## src/rtl/uart_tx_pkg.sv

```systemverilog
// -----------------------------------------------------------------------------
// uart_tx_pkg
//   Shared definitions for the UART transmit sequencer.
//   - state_t   : FSM state encoding (IDLE/START/DATA/PARITY/STOP[/STOP2])
//   - MUX_*     : TX output mux select codes driven to the datapath
//   - cnt_w()   : width helper for the data-bit counter
//   Build option: UART_TX_TWO_STOP_EN adds the STOP2 state (two stop bits).
// -----------------------------------------------------------------------------
package uart_tx_pkg;

    typedef enum logic [2:0] {
        IDLE   = 3'd0,
        START  = 3'd1,
        DATA   = 3'd2,
        PARITY = 3'd3,
        STOP   = 3'd4
`ifdef UART_TX_TWO_STOP_EN
        ,
        STOP2  = 3'd5
`endif
    } state_t;

    // Output mux select: which level the TX line carries this bit period.
    localparam logic [1:0] MUX_START = 2'b00;  // start bit, line low
    localparam logic [1:0] MUX_IDLE  = 2'b01;  // idle / stop bit, line high
    localparam logic [1:0] MUX_DATA  = 2'b10;  // serializer output
    localparam logic [1:0] MUX_PAR   = 2'b11;  // parity calculator output

    // Counter width for n data bits; never below 1 so a 1-bit frame still builds.
    function automatic int cnt_w(input int n);
        return (n > 1) ? $clog2(n) : 1;
    endfunction

endpackage

```

## src/rtl/uart_tx_bit_cnt.sv

```systemverilog
// -----------------------------------------------------------------------------
// uart_tx_bit_cnt
//   Data-bit counter for the UART transmit sequencer.
//   Ports:
//     CLK       in  TX clock
//     RST       in  asynchronous active-low reset
//     clear     in  force count to 0 (wins over enable)
//     enable    in  advance count by one
//     last_bit  out count has reached Data_width-1 (terminal count)
// -----------------------------------------------------------------------------
module uart_tx_bit_cnt
    import uart_tx_pkg::*;
#(
    parameter int Data_width = 8,
    localparam int CW = cnt_w(Data_width)
) (
    input  logic CLK,
    input  logic RST,
    input  logic clear,
    input  logic enable,
    output logic last_bit
);

    logic [CW-1:0] bit_cnt;

    always_ff @(posedge CLK or negedge RST) begin
        if (!RST) begin
            bit_cnt <= '0;
        end else if (clear) begin
            bit_cnt <= '0;
        end else if (enable) begin
            bit_cnt <= bit_cnt + 1'b1;
        end
    end

    assign last_bit = (bit_cnt == CW'(Data_width - 1));

endmodule

```

## src/rtl/uart_tx_fsm.sv

```systemverilog
// -----------------------------------------------------------------------------
// uart_tx_fsm
//   Sequencer for the UART TX datapath (serializer, parity calculator, output
//   mux). Steps the line through start, data, optional parity and stop bits,
//   one bit per baud tick.
//   Ports:
//     CLK         in   TX clock, posedge
//     RST         in   asynchronous active-low reset
//     Data_Vaild  in   frame request, accepted only in IDLE
//     PAR_EN      in   parity enable, captured on accept
//     bit_tick    in   one-cycle baud enable, ends the current bit period
//     ser_en      out  serializer shift pulse (DATA state, on bit_tick)
//     mux_sel     out  TX output mux select (see MUX_* in uart_tx_pkg)
//     Busy        out  high from START through the last stop bit
//   Build option: UART_TX_TWO_STOP_EN defined -> two stop bits (STOP2 state).
// -----------------------------------------------------------------------------
module uart_tx_fsm
    import uart_tx_pkg::*;
#(
    parameter int Data_width = 8
) (
    input  logic       CLK,
    input  logic       RST,
    input  logic       Data_Vaild,
    input  logic       PAR_EN,
    input  logic       bit_tick,
    output logic       ser_en,
    output logic [1:0] mux_sel,
    output logic       Busy
);

    state_t state;
    state_t next_state;
    logic   par_en_q;
    logic   cnt_clear;
    logic   cnt_en;
    logic   last_bit;

    uart_tx_bit_cnt #(
        .Data_width (Data_width)
    ) u_bit_cnt (
        .CLK      (CLK),
        .RST      (RST),
        .clear    (cnt_clear),
        .enable   (cnt_en),
        .last_bit (last_bit)
    );

    always_ff @(posedge CLK or negedge RST) begin
        if (!RST) begin
            state <= IDLE;
        end else begin
            state <= next_state;
        end
    end

    // Parity choice is frozen at accept so a mid-frame PAR_EN change is harmless.
    always_ff @(posedge CLK or negedge RST) begin
        if (!RST) begin
            par_en_q <= 1'b0;
        end else if (state == IDLE && Data_Vaild) begin
            par_en_q <= PAR_EN;
        end
    end

    // Moore decode of mux_sel/Busy; ser_en is the only output qualified by bit_tick.
    always_comb begin
        next_state = state;
        ser_en     = 1'b0;
        cnt_en     = 1'b0;
        cnt_clear  = 1'b0;
        mux_sel    = MUX_IDLE;
        Busy       = 1'b0;

        case (state)
            IDLE: begin
                // A tick arriving with the request is not counted: START
                // always lasts until the next tick.
                cnt_clear = 1'b1;
                if (Data_Vaild) begin
                    next_state = START;
                end
            end
            START: begin
                mux_sel = MUX_START;
                Busy    = 1'b1;
                if (bit_tick) begin
                    cnt_clear  = 1'b1;
                    next_state = DATA;
                end
            end
            DATA: begin
                mux_sel = MUX_DATA;
                Busy    = 1'b1;
                if (bit_tick) begin
                    ser_en = 1'b1;
                    cnt_en = 1'b1;
                    if (last_bit) begin
                        cnt_clear  = 1'b1;
                        next_state = par_en_q ? PARITY : STOP;
                    end
                end
            end
            PARITY: begin
                mux_sel = MUX_PAR;
                Busy    = 1'b1;
                if (bit_tick) begin
                    next_state = STOP;
                end
            end
            STOP: begin
                mux_sel = MUX_IDLE;
                Busy    = 1'b1;
                if (bit_tick) begin
`ifdef UART_TX_TWO_STOP_EN
                    next_state = STOP2;
`else
                    next_state = IDLE;
`endif
                end
            end
`ifdef UART_TX_TWO_STOP_EN
            STOP2: begin
                mux_sel = MUX_IDLE;
                Busy    = 1'b1;
                if (bit_tick) begin
                    next_state = IDLE;
                end
            end
`endif
            default: begin
                // Unused encodings fall back to an idle line.
                cnt_clear  = 1'b1;
                next_state = IDLE;
            end
        endcase
    end

endmodule

```

## config.mk

```make
export PLATFORM = sky130hd
export DESIGN_NAME = uart_tx_fsm
export DESIGN_NICKNAME = d
export VERILOG_FILES = /design/src/rtl/uart_tx_pkg.sv /design/src/rtl/uart_tx_bit_cnt.sv /design/src/rtl/uart_tx_fsm.sv
export SDC_FILE = /design/constraint.sdc
export NUM_CORES = 1
export LEC_CHECK = 0
export BUFFER_PORTS_ARGS = -buffer_cell sky130_fd_sc_hd__buf_2
export CAP_MARGIN = 0
export CORE_AREA = 3 3 40 42
export DETAILED_ROUTE_END_ITERATION = 12
export DIE_AREA = 0 0 43 45
export PLACE_DENSITY = 0.61
export SLEW_MARGIN = 10
export SYNTH_ARGS = -nofsm -noshare
export SYNTH_HDL_FRONTEND = slang
export SYNTH_SLANG_ARGS = --single-unit
```

## constraint.sdc

```tcl
create_clock -name CLK -period 1.6 [get_ports CLK]
set_clock_uncertainty 0.05 [all_clocks]
set_input_delay 0.08 -clock CLK [delete_from_list [all_inputs] [get_ports CLK]]
set_output_delay 0.08 -clock CLK [all_outputs]
set_load 0.02 [all_outputs]
```

# Yosys cells after proc, flatten, opt, wreduce, memory -nomap -nowiden
# Index checks and enable logic that the tools add are counted.
[totals] in_bits=5 elab_cells=38 ff_bits=7 mem_count=0 mem_bits_rw=0 latchBits=0 romBits=0
[op_classes] multipliers=0 eq_ne=11 add_sub_neg=1 shifts=0 n_div=0 bitwise_logic=0 n_mux=17 reduce_logical=6 order_cmp=0
[op_table] op="3-bit 2-to-1 mux" n=9
[op_table] op="3-bit one-hot mux with 5 select lines" n=1
[op_table] op="2-bit inequality test (second input constant)" n=6
[op_table] op="3-bit by 2-bit equality test with 1-bit output (second input constant)" n=2
[op_table] op="3-bit equality test (second input constant)" n=2
[op_table] op="2-bit one-hot mux with 3 select lines" n=1
[op_table] op="6-bit AND reduction" n=1
[op_table] op="1-bit 2-to-1 mux" n=5
[op_table] op="4-bit OR reduction" n=1
[op_table] op="3-bit by 1-bit adder with 3-bit output (second input constant)" n=1
[op_table] op="3-bit by 1-bit equality test with 1-bit output (second input constant)" n=1
[op_table] op="3-bit zero test" n=1
[op_table] op="1-bit one-hot mux with 3 select lines" n=1
[op_table] op="2-bit nonzero test" n=1
[op_table] op="2-bit OR reduction" n=1
[op_table] op="1-bit logical AND" n=1

# Logic depth before layout (Yosys ltp)
# Gate-level depths: netlist of the first run.
[depth] ltp_word=5 ltp_mapped=5 depth_no_buf=5

# Hierarchy
# A second synthesis of the first run with hierarchy kept.
[unflattened] cells_unflattened=41 area_unflattened_um2=451.7
[by_module_without_submodules] mod="uart_tx_fsm" cells_per_inst=30 area_per_inst_um2=311.5 n_inst=1 seq_area_each_um2=100.1
[by_module_without_submodules] mod="uart_tx_bit_cnt" cells_per_inst=11 area_per_inst_um2=140.1 n_inst=1 seq_area_each_um2=75.1

# Least setup slack after synthesis of the first run
# Ideal clock, no wire load.
[synth_path] path_kind="flip-flop to flip-flop" start="register u_bit_cnt.bit_cnt[0]" end="register u_bit_cnt.bit_cnt[0]" arrival_ns=1.389 required_ns=1.463 setup_slack_ns=0.074 synth_period_minus_slack_ns=1.526 stages_incl_launch_ff=6 setup_time_ns=0.087 cell_sequence="dfrtp_1 -> ha_1 -> ha_1 -> nor2_1 -> or4b_1 -> o211ai_1"
[synth_via] elab_chain_len=5 elab_cells_between_ends=8
[synth_lines] element="from (decl)" line="uart_tx_bit_cnt.sv:24" text="logic [CW-1:0] bit_cnt;"
[synth_lines] element="from (signal assigned)" line="uart_tx_bit_cnt.sv:32" text="bit_cnt <= bit_cnt + 1'b1;"
[synth_lines] element="3-bit equality test" line="uart_tx_bit_cnt.sv:36" text="assign last_bit = (bit_cnt == CW'(Data_width - 1));"
[synth_lines] element="1-bit 2-to-1 mux" line="uart_tx_fsm.sv:98" text="if (last_bit) begin"
[synth_lines] element="1-bit 2-to-1 mux" line="uart_tx_fsm.sv:95" text="if (bit_tick) begin"
[synth_lines] element="1-bit one-hot mux with 3 select lines" line="uart_tx_fsm.sv:75" text="case (state)"
[synth_lines] element="3-bit 2-to-1 mux / 2-bit nonzero test (equally long branches)"
# Several ways; a longest one is shown, not always the timed one. The select of a mux whose other input is x is not followed.
# A chain may end at the register's enable or synchronous reset.

# Worst setup path after layout of the first run
# Same ends and word-level chain as after synthesis.

==> impl_metrics.json, run 1 <==
{
  "status": "completed",
  "htreeDepth": 1,
  "antenna_found_initial": 0,
  "worstReg2RegEnd": "u_bit_cnt.bit_cnt[0]",
  "drive_above_1_share_pct": 28.8,
  "yosysSeqAreaShare_pct": 38.7,
  "required_ns": 1.70,
  "path_common_cell": "ha_1",
  "clock_sinks": 7,
  "avgSynthCellArea_um2": 9.85,
  "hold_viol_final": 0,
  "cts.clk_slew.worst_paths_ns": 0.06,
  "die-height_um": 45,
  "worstPathArrival_ns": 1.63,
  "grt_max_degree": 13,
  "n_antenna_cell": 0,
  "fmax_mhz": 657,
  "yosysUniqueCellTypes": 28,
  "ctsRootBufferMaster": "clkbuf_4",
  "drt_iter0_markers": 11,
  "yosysWarnings": 0,
  "worstSetupPathType": "reg -> reg",
  "p_sw_w": 0.000439,
  "overflow": 0,
  "finalCriticalPeriod_ns": 1.52,
  "r2r_slack_ns": 0.08,
  "p_int_w": 0.000569,
  "path_delay_family": "simple AND/OR/NAND/NOR gates",
  "multiInputGateArea_um2": 240,
  "dr_total_vias": 367,
  "grt_pass1_vias": 335,
  "nFillCells": 124,
  "crit_chain": "ha_1, ha_1, nor2_1, or4b_1, o211ai_1",
  "reg2reg_from": "u_bit_cnt.bit_cnt[0]",
  "regArea_um2": 175,
  "maxCapViolations": 0,
  "whs_endpoint": "par_en_q",
  "post_cts_resized": 0,
  "power_w": 0.00101,
  "rsz0062_at_grt": "no",
  "tightestPinTransition_ns": 0.341,
  "crit_buf_inv": 0,
  "p_leak_nw": 0.253,
  "gp_congestion": 0.769,
  "crit_fanout": 2,
  "slew_headroom_pct": 77.3,
  "slew_viol_final": 0,
  "die_area_um2": 1940,
  "cts_tree": "done",
  "whs_ns": 0.0169,
  "p_seq_share_pct": 32.9,
  "core_area_um2": 1280,
  "syn_area_um2": 453,
  "hold_depth": 2,
  "dp_hpwl_um": 701,
  "design_area_um2": 541,
  "pwr-share-comb_pct": 51.2,
  "syn_inst": 46,
  "grt_pass1_wl_um": 1520,
  "io_pins": 9,
  "fin_setup_tns_ns": 0,
  "p_sw_share_pct": 43.6,
  "viasPerCell": 4.96,
  "worst-path-stages": 5,
  "syn_nets": 53,
  "wirelength_um": 917,
  "worstSetupEndpointType": "flop",
  "hold_class": "in -> reg",
  "worstHoldStart": "PAR_EN",
  "setup_violations": 0,
  "firstDrtPassIters": 4,
  "clockPowerShare_pct": 15.9,
  "area_growth_pct": 19.3,
  "cts_buffer_depth": 2,
  "ys_seq_elements": 7,
  "drc_errors": 0,
  "rows": 13,
  "clk_latency_ns": 0.25,
  "gr-usage-all-layers_pct": 11.1,
  "nets": 67,
  "placed_area_um2": 504,
  "post-route-period-util_pct": 95.1,
  "critPathMaxStageDelay_ns": 0.43,
  "vdd_drop_max_mv": 0.676,
  "ant_nets": 0,
  "wl_per_cell_um": 12.4,
  "power.density_nw_per_um2": 1870,
  "cp_slowest_cell": "or4b_1",
  "start_util_pct": 35.2,
  "die_x_um": 43,
  "cts_buffers": 3,
  "post_cts_buffers": 0,
  "reg2reg_depth": 5,
  "port_buffers": 8,
  "startpoint_type": "flop"
}
[area by class of cell]
type,count,share of cell area [%]
multi-input combinational,34,44.4
timing repair buffer,12,13.4
clock buffer,4,4.86
inverter,2,1.39
sequential,7,32.4
tap,15,3.47
[cells in the mapped netlist]
cell type  number  area (um^2)
o211ai_1        1         7.51
a32o_1          1         10.0
buf_4           1         7.51
nor2b_1         2         12.5
xor2_1          1         8.76
nand2b_4        1         13.8
o22ai_1         1         6.26
a22oi_1         1         7.51
a221oi_1        1         8.76
a211oi_1        1         7.51
dfrtp_1         7          175
nand2b_1        2         12.5
o2bb2ai_1       2         17.5
nand4_1         1         6.26
a21oi_1         1         5.00
nand3_1         1         5.00
ha_1            2         25.0
buf_6           2         22.5
xnor2_1         1         8.76
or4b_1          1         10.0
nand3b_1        1         7.51
o21ai_0         2         10.0
nand2_1         3         11.3
nor3_1          1         5.00
mux2_2          1         11.3
and2_2          1         7.51
nor2_1          4         15.0
inv_1           2         7.51
[placed cells by master, fill, tap and decap left out]
master,instances
buf_4,3
nand3_1,1
nand3b_1,1
clkbuf_4,3
buf_2,8
a32o_1,1
a211oi_1,1
or4b_1,1
a21oi_1,1
clkbuf_1,1
mux2_2,1
o21ai_0,2
a221oi_1,1
dfrtp_1,7
xor2_1,1
nand4_1,1
nand2b_1,2
inv_1,2
a22oi_1,1
ha_1,2
dlygate4sd3_1,1
o2bb2ai_1,2
o211ai_1,1
nor2b_1,2
nor3_1,1
o22ai_1,1
xnor2_1,1
nand2b_4,1
nand2_1,3
and2_2,1
nor2_1,4
[flip-flops by register name (all words and copies together), names as in the netlist]
register and cells:
state 3, u_bit_cnt.bit_cnt 3, par_en_q 1
[metal layers]
metal / vias up / wire length (um) / GRT usage [%]
li1: 193 / - / -
met1: 163 / 435 / 13.7
met2: 11 / 431 / 16.5
met3: 0 / 50 / 6.37
met4: 0 / 0 / 3.61
met5: - / 0 / 0
[how the worst max path moves through the flow]
stage | from | endpoint | slack, ns
floorplan | u_bit_cnt.bit_cnt[0] | u_bit_cnt.bit_cnt[0] | 0.07
global placement | u_bit_cnt.bit_cnt[0] | u_bit_cnt.bit_cnt[0] | 0.08
detailed placement | u_bit_cnt.bit_cnt[0] | u_bit_cnt.bit_cnt[0] | 0.06
CTS | u_bit_cnt.bit_cnt[0] | u_bit_cnt.bit_cnt[0] | 0.05
global route | u_bit_cnt.bit_cnt[0] | u_bit_cnt.bit_cnt[0] | 0.008
finish | u_bit_cnt.bit_cnt[0] | u_bit_cnt.bit_cnt[0] | 0.08
[through the flow]
step	setup WS (ns)	util (%)	cells
6_report	0.0783	42.1	74
5_1_grt	0.00815	42.1	74
4_1_cts	0.0531	42.1	74
3_5_place_dp	0.0645	39.2	69
3_3_place_gp	0.0839	39.2	69
2_1_floorplan	0.0740	-	46
[timing repair]
action                     in CTS  in global routing
hold buffers                    1                  0
setup endpoints to repair       0                  1
hold endpoints to repair        7                  0
[cell families (layout without fill, tap and decap cells)]
kind of cell	Yosys count	after routing	synth area share (%)
AO/OA/AOI/OAI	11	11	17.7
XOR/XNOR	2	2	3.87
adder cells (fa/ha/maj)	2	2	5.52
buffers and inverters	5	18	8.29
flip-flops	7	7	38.7
multiplexers	1	1	2.49
AND/OR/NAND/NOR	18	18	23.5
[power by group through the flow]
stage	Sequential (W)	Clock [W]	Combinational, W
after CTS	0.000329	0.000171	0.000519
after global routing	0.000345	0.000183	0.000566
after detailed placement	0.000331	0	0.000512
after global placement	0.000329	0	0.000511
after floorplan	0.000277	0	0.000456
final	0.000332	0.000160	0.000516
Power figures use the tool's default switching activity.
==> inputs of run 2 (changes only) <==
CORE_AREA = 2 2 39 41   (was 3 3 40 42)
DIE_AREA = 0 0 41 43   (was 0 0 43 45)
SYNTH_HIERARCHICAL = 1   (was not set)
==> impl_metrics.json, run 2 <==
{
  "rsz0062_at_grt": "no",
  "hold_class": "in -> reg",
  "yosysUniqueCellTypes": 22,
  "startpoint_type": "flop",
  "grt_max_degree": 10,
  "avgSynthCellArea_um2": 11.0,
  "cts_tree": "done",
  "postSynth.asyncResetShare_pct": 100,
  "reg2reg_depth": 4,
  "dp_hpwl_um": 646,
  "cts_buffers": 3,
  "core_area_um2": 1380,
  "clockPowerShare_pct": 14.2,
  "clock_sinks": 7,
  "post-route-period-util_pct": 92.8,
  "start_util_pct": 32.6,
  "worstSetupPathType": "reg -> out",
  "drt_iter0_markers": 0,
  "p_int_w": 0.000612,
  "firstDrtPassIters": 1,
  "design_area_um2": 554,
  "nets": 61,
  "yosysSeqAreaShare_pct": 38.8,
  "syn_area_um2": 452,
  "die-height_um": 43,
  "p_leak_nw": 0.269,
  "n_antenna_cell": 0,
  "status": "finished with violations",
  "reg2reg_from": "u_bit_cnt/bit_cnt[0]",
  "synth_ff_type": "dfrtp_1",
  "grt_pass1_wl_um": 1340,
  "r2r_slack_ns": 0.13,
  "worstPathArrival_ns": 1.36,
  "yosysMostFrequentCell": "dfrtp_1",
  "htreeDepth": 1,
  "syn_inst": 41,
  "p_sw_share_pct": 43.7,
  "wirelength_um": 821,
  "crit_fanout": 6,
  "dr_total_vias": 350,
  "maxCapViolations": 0,
  "worstSetupEndpointType": "primary output",
  "gp_congestion": 0.688,
  "p_sw_w": 0.000475,
  "worstHoldStart": "PAR_EN",
  "finalCriticalPeriod_ns": 1.49,
  "area_growth_pct": 22.7,
  "fin_setup_tns_ns": 0,
  "drive_above_1_share_pct": 39.6,
  "p_seq_share_pct": 28.4,
  "grt_pass1_vias": 337,
  "synth_area_leaders": "dfrtp_1, nor4b_1, ha_1",
  "syn_nets": 48,
  "ctsRootBufferMaster": "clkbuf_4",
  "synth_area_leader_cell": "dfrtp_1",
  "synthTopCellsByCount": "dfrtp_1, nor2_1, nor4b_1",
  "ant_nets": 0,
  "antenna_found_initial": 0,
  "overflow": 0,
  "placed_area_um2": 512,
  "post_cts_buffers": 0,
  "mostFrequentLayoutCell": "buf_2",
  "synth-edff-count": 0,
  "port_buffers": 8,
  "die_x_um": 41,
  "fmax_mhz": 673,
  "cts.clk_slew.worst_paths_ns": 0.05,
  "yosysWarnings": 6,
  "final_cell_mix": "buf_2, dfrtp_1, nor2_1, clkbuf_4, buf_4",
  "synth_top_area_share_pct": 38.8,
  "nFillCells": 144,
  "setup.worst_path.end": "ser_en",
  "pwr-share-comb_pct": 57.4,
  "wl_per_cell_um": 11.9,
  "cp-startpoint": "state[0]",
  "worstReg2RegEnd": "state[1]",
  "hold_viol_final": 1,
  "viasPerCell": 5.07,
  "rows": 14,
  "gr-usage-all-layers_pct": 11.9,
  "required_ns": 1.47,
  "setup_violations": 0,
  "cts_buffer_depth": 2,
  "slew_headroom_pct": 75.5,
  "reg.largest.list": "state x3, u_bit_cnt/bit_cnt x3, par_en_q x1",
  "tightestPinTransition_ns": 0.365,
  "vdd_drop_max_mv": 0.663,
  "clk_latency_ns": 0.25,
  "io_pins": 9,
  "drc_errors": 0,
  "whs_ns": -0.000549,
  "power.density_nw_per_um2": 1960,
  "die_area_um2": 1760,
  "failed_checks": "negative hold slack",
  "slew_viol_final": 0,
  "ys_seq_elements": 7
}
## run 2: cell types whose count changed after synthesis, moves of 2 or more
cell and delta:
mux2i_1 +2, nor2b_1 -2, nor4b_1 +3, o2bb2ai_1 -2, nand2_1 -2
## run 2: final cells by class
type / instances / area, um^2 / area share (%)
Clock buffer: 4 / 26.3 / 4.74
Inverter: 2 / 7.51 / 1.35
Multi-Input combinational cell: 28 / 253 / 45.6
Sequential cell: 7 / 175 / 31.6
Tap cell: 16 / 20.0 / 3.61
Timing Repair Buffer: 12 / 72.6 / 13.1
## run 2: per-layer routing
| metal | global-route usage [%] | vias up | wire, um |
|---|---|---|---|
| li1 | - | 171 | - |
| met1 | 15.4 | 166 | 358 |
| met2 | 15.6 | 9 | 404 |
| met3 | 1.57 | 4 | 31 |
| met4 | 12.0 | 0 | 26 |
| met5 | 0 | - | 0 |
## run 2: critical path: stages (launching register included)
cell,delay (ns)
dfrtp_1,0.45
nor4b_4,0.42
buf_2,0.24
## run 2: logic make-up after synthesis
family                     Yosys count  share of synthesized area (%)
xor gates and xnor gates             3                           5.82
DFF                                  7                           38.8
muxes                                2                           4.43
adders and majority gates            2                           5.54
buffers and inverters                6                           9.97
and+or+nand+nor                     13                           21.3
AOI/OAI and AO/OA                    8                           14.1
## run 2: worst min-delay path by stage
| stage | end | slack [ns] | cells past startpoint |
|---|---|---|---|
| 3_5_place_dp | u_bit_cnt/bit_cnt[1] | -0.13 | 1 |
| 3_3_place_gp | u_bit_cnt/bit_cnt[1] | -0.13 | 1 |
| 6_report | par_en_q | -0.0005 | 3 |
| 5_1_grt | par_en_q | 0.03 | 3 |
| 4_1_cts | par_en_q | 0.003 | 3 |
| 2_1_floorplan | par_en_q | -0.27 | 0 |
## run 2: what timing repair did
action | CTS | global route
resized for setup | 0 | 1
endpoints found under the setup margin | 0 | 3
hold buffers | 1 | 0
endpoints found under the hold margin | 7 | 0
## run 2: power groups by stage
stage | logic (W) | clock network (W) | registers (W)
global placement | 0.000604 | 0 | 0.000307
finish | 0.000623 | 0.000154 | 0.000309
detailed placement | 0.000608 | 0 | 0.000312
CTS | 0.000615 | 0.000160 | 0.000309
floorplan | 0.000526 | 0 | 0.000271
global route | 0.000685 | 0.000168 | 0.000321
## run 2: stage by stage
stage	total power, W	hold WS, ns	worst slack [ns]	utilization [%]	std cells
floorplan	0.000797	-0.266	0.107	-	41
global placement	0.000911	-0.134	0.0225	37.0	64
detailed placement	0.000920	-0.134	0.0327	37.0	64
CTS	0.00109	0.00329	0.0218	39.6	69
global route	0.00117	0.0259	0.0368	40.1	69
finish	0.00109	-0.000549	0.115	40.1	69
==> inputs of run 3 (changes only) <==
clock period = 1.3 ns   (was 1.6 ns; I/O delays follow)
==> impl_metrics.json, run 3 (synthesis results as in run 2) <==
{
  "setup_violations": 9,
  "fmax_mhz": 715,
  "critPathMaxStageDelay_ns": 0.41,
  "die-height_um": 43,
  "rows": 14,
  "vdd_drop_max_mv": 1.09,
  "p_leak_nw": 0.355,
  "worstSetupEndpointType": "flop",
  "antenna_found_initial": 0,
  "viasPerCell": 4.92,
  "rsz0062_at_grt": "yes",
  "worstSetupPathType": "reg -> reg",
  "hold_viol_final": 0,
  "crit_chain": "buf_6, inv_4, nor4b_4, buf_4, mux2i_1, nor2_1",
  "power_w": 0.00193,
  "power.density_nw_per_um2": 2560,
  "area_growth_pct": 66.5,
  "hold_class": "in -> async",
  "whs_ns": 0.119,
  "preCtsSetupSlack_ns": -0.114,
  "crit_fanout": 3,
  "dr_total_vias": 418,
  "die_x_um": 41,
  "required_ns": 1.39,
  "slew_viol_final": 0,
  "nets": 77,
  "drc_errors": 0,
  "layout_setup_ws_ns": -0.0981,
  "placed_cells": 72,
  "grt_pass1_vias": 417,
  "wirelength_um": 1080,
  "firstDrtPassIters": 2,
  "status": "finished with violations",
  "final_cell_mix": "buf_4, buf_2, buf_6, dfrtp_1, clkbuf_4",
  "grt_max_degree": 10,
  "cts_tree": "done",
  "reg.largest.list": "state x3, u_bit_cnt/bit_cnt x3, par_en_q x1",
  "io_pins": 9,
  "slew_headroom_pct": 83.9,
  "startpoint_type": "flop",
  "nFillCells": 133,
  "clock_sinks": 7,
  "n_antenna_cell": 0,
  "drt_iter0_markers": 5,
  "grt_pass1_wl_um": 1860,
  "drive_above_1_share_pct": 63.8,
  "gr-usage-all-layers_pct": 16.2,
  "cts_buffer_depth": 2,
  "worstPathArrival_ns": 1.49,
  "mostFrequentLayoutCell": "buf_4",
  "wl_per_cell_um": 12.7,
  "cts_buffers": 3,
  "cts.clk_slew.worst_paths_ns": 0.06,
  "ant_nets": 0,
  "htreeDepth": 1,
  "gp_congestion": 0.709,
  "port_buffers": 8,
  "clk_latency_ns": 0.26,
  "core_area_um2": 1380,
  "failed_checks": "negative setup slack",
  "post-route-period-util_pct": 108,
  "finalCriticalPeriod_ns": 1.40,
  "dp_hpwl_um": 721,
  "final_cells": 85,
  "fin_setup_tns_ns": -0.553,
  "overflow": 0,
  "ctsRootBufferMaster": "clkbuf_4",
  "start_util_pct": 32.6,
  "cp_slowest_cell": "dfrtp_1",
  "die_area_um2": 1760,
  "tightestPinTransition_ns": 0.238,
  "maxCapViolations": 0
}
-- run 3: changes by cell type in the layout (fill, tap and decap cells not counted), moves of 2 or more --
| cell | before | now |
|---|---|---|
| buf_2 | 8 | 6 |
| buf_4 | 3 | 14 |
| buf_6 | 0 | 6 |
| dfrtp_1 | 7 | 5 |
| dfrtp_2 | 0 | 2 |
| ha_1 | 2 | 0 |
| nor2_1 | 5 | 2 |
| nor2_2 | 0 | 2 |
-- run 3: worst paths after layout --
kind	start	slack (ns)	to	depth (start not counted)
min in group CLK	Data_Vaild	0.12	state[0]	3
min	RST	0.12	state[1]	2
min reg2reg	par_en_q	0.50	par_en_q	2
max	state[1]	-0.1	u_bit_cnt/bit_cnt[2]	6
max in group asynchronous	RST	0.90	state[2]	2
max reg2reg	state[1]	-0.1	u_bit_cnt/bit_cnt[2]	6
-- run 3: layout make-up --
cell class	count	area [um^2]	share of cell area (%)
inverter	2	10.0	1.33
clock buffer	4	26.3	3.49
sequential	7	178	23.6
multi-input combinational	28	295	39.3
timing repair buffer	28	223	29.6
tap	16	20.0	2.66
-- run 3: critical path: cells and delay by family (launching register included) --
| kind | cells | cell delay, ns |
|---|---|---|
| flops | 1 | 0.41 |
| simple gates | 2 | 0.29 |
| buf+inv | 3 | 0.34 |
| mux | 1 | 0.19 |
-- run 3: through the flow --
step           area [um^2]  utilization, %
2_1_floorplan          482               -
4_1_cts                728            52.6
6_report               752            54.3
3_3_place_gp           587            42.4
5_1_grt                752            54.3
3_5_place_dp           587            42.4
-- run 3: layer usage --
layer	GRT usage (%)	vias to the layer above	routed length, um
li1	-	203	-
met1	19.9	207	435
met2	24.7	8	591
met3	9.42	0	51
met4	2.00	0	0
met5	0	-	0
-- run 3: what timing repair did --
action,in CTS,in global routing
endpoints found under the setup margin,8,11
hold buffers,2,0
pin swaps,7,10
gates resized for setup,13,6
hold endpoints to repair,8,0
buffers inserted,8,1
-- run 3: report_power, final --
part           internal, W  switching (W)  leakage (nW)
Combinational     0.000752       0.000559         0.251
Sequential        0.000299       0.000111        0.0887
Clock             0.000117      0.0000854        0.0150
Total              0.00117       0.000756         0.355
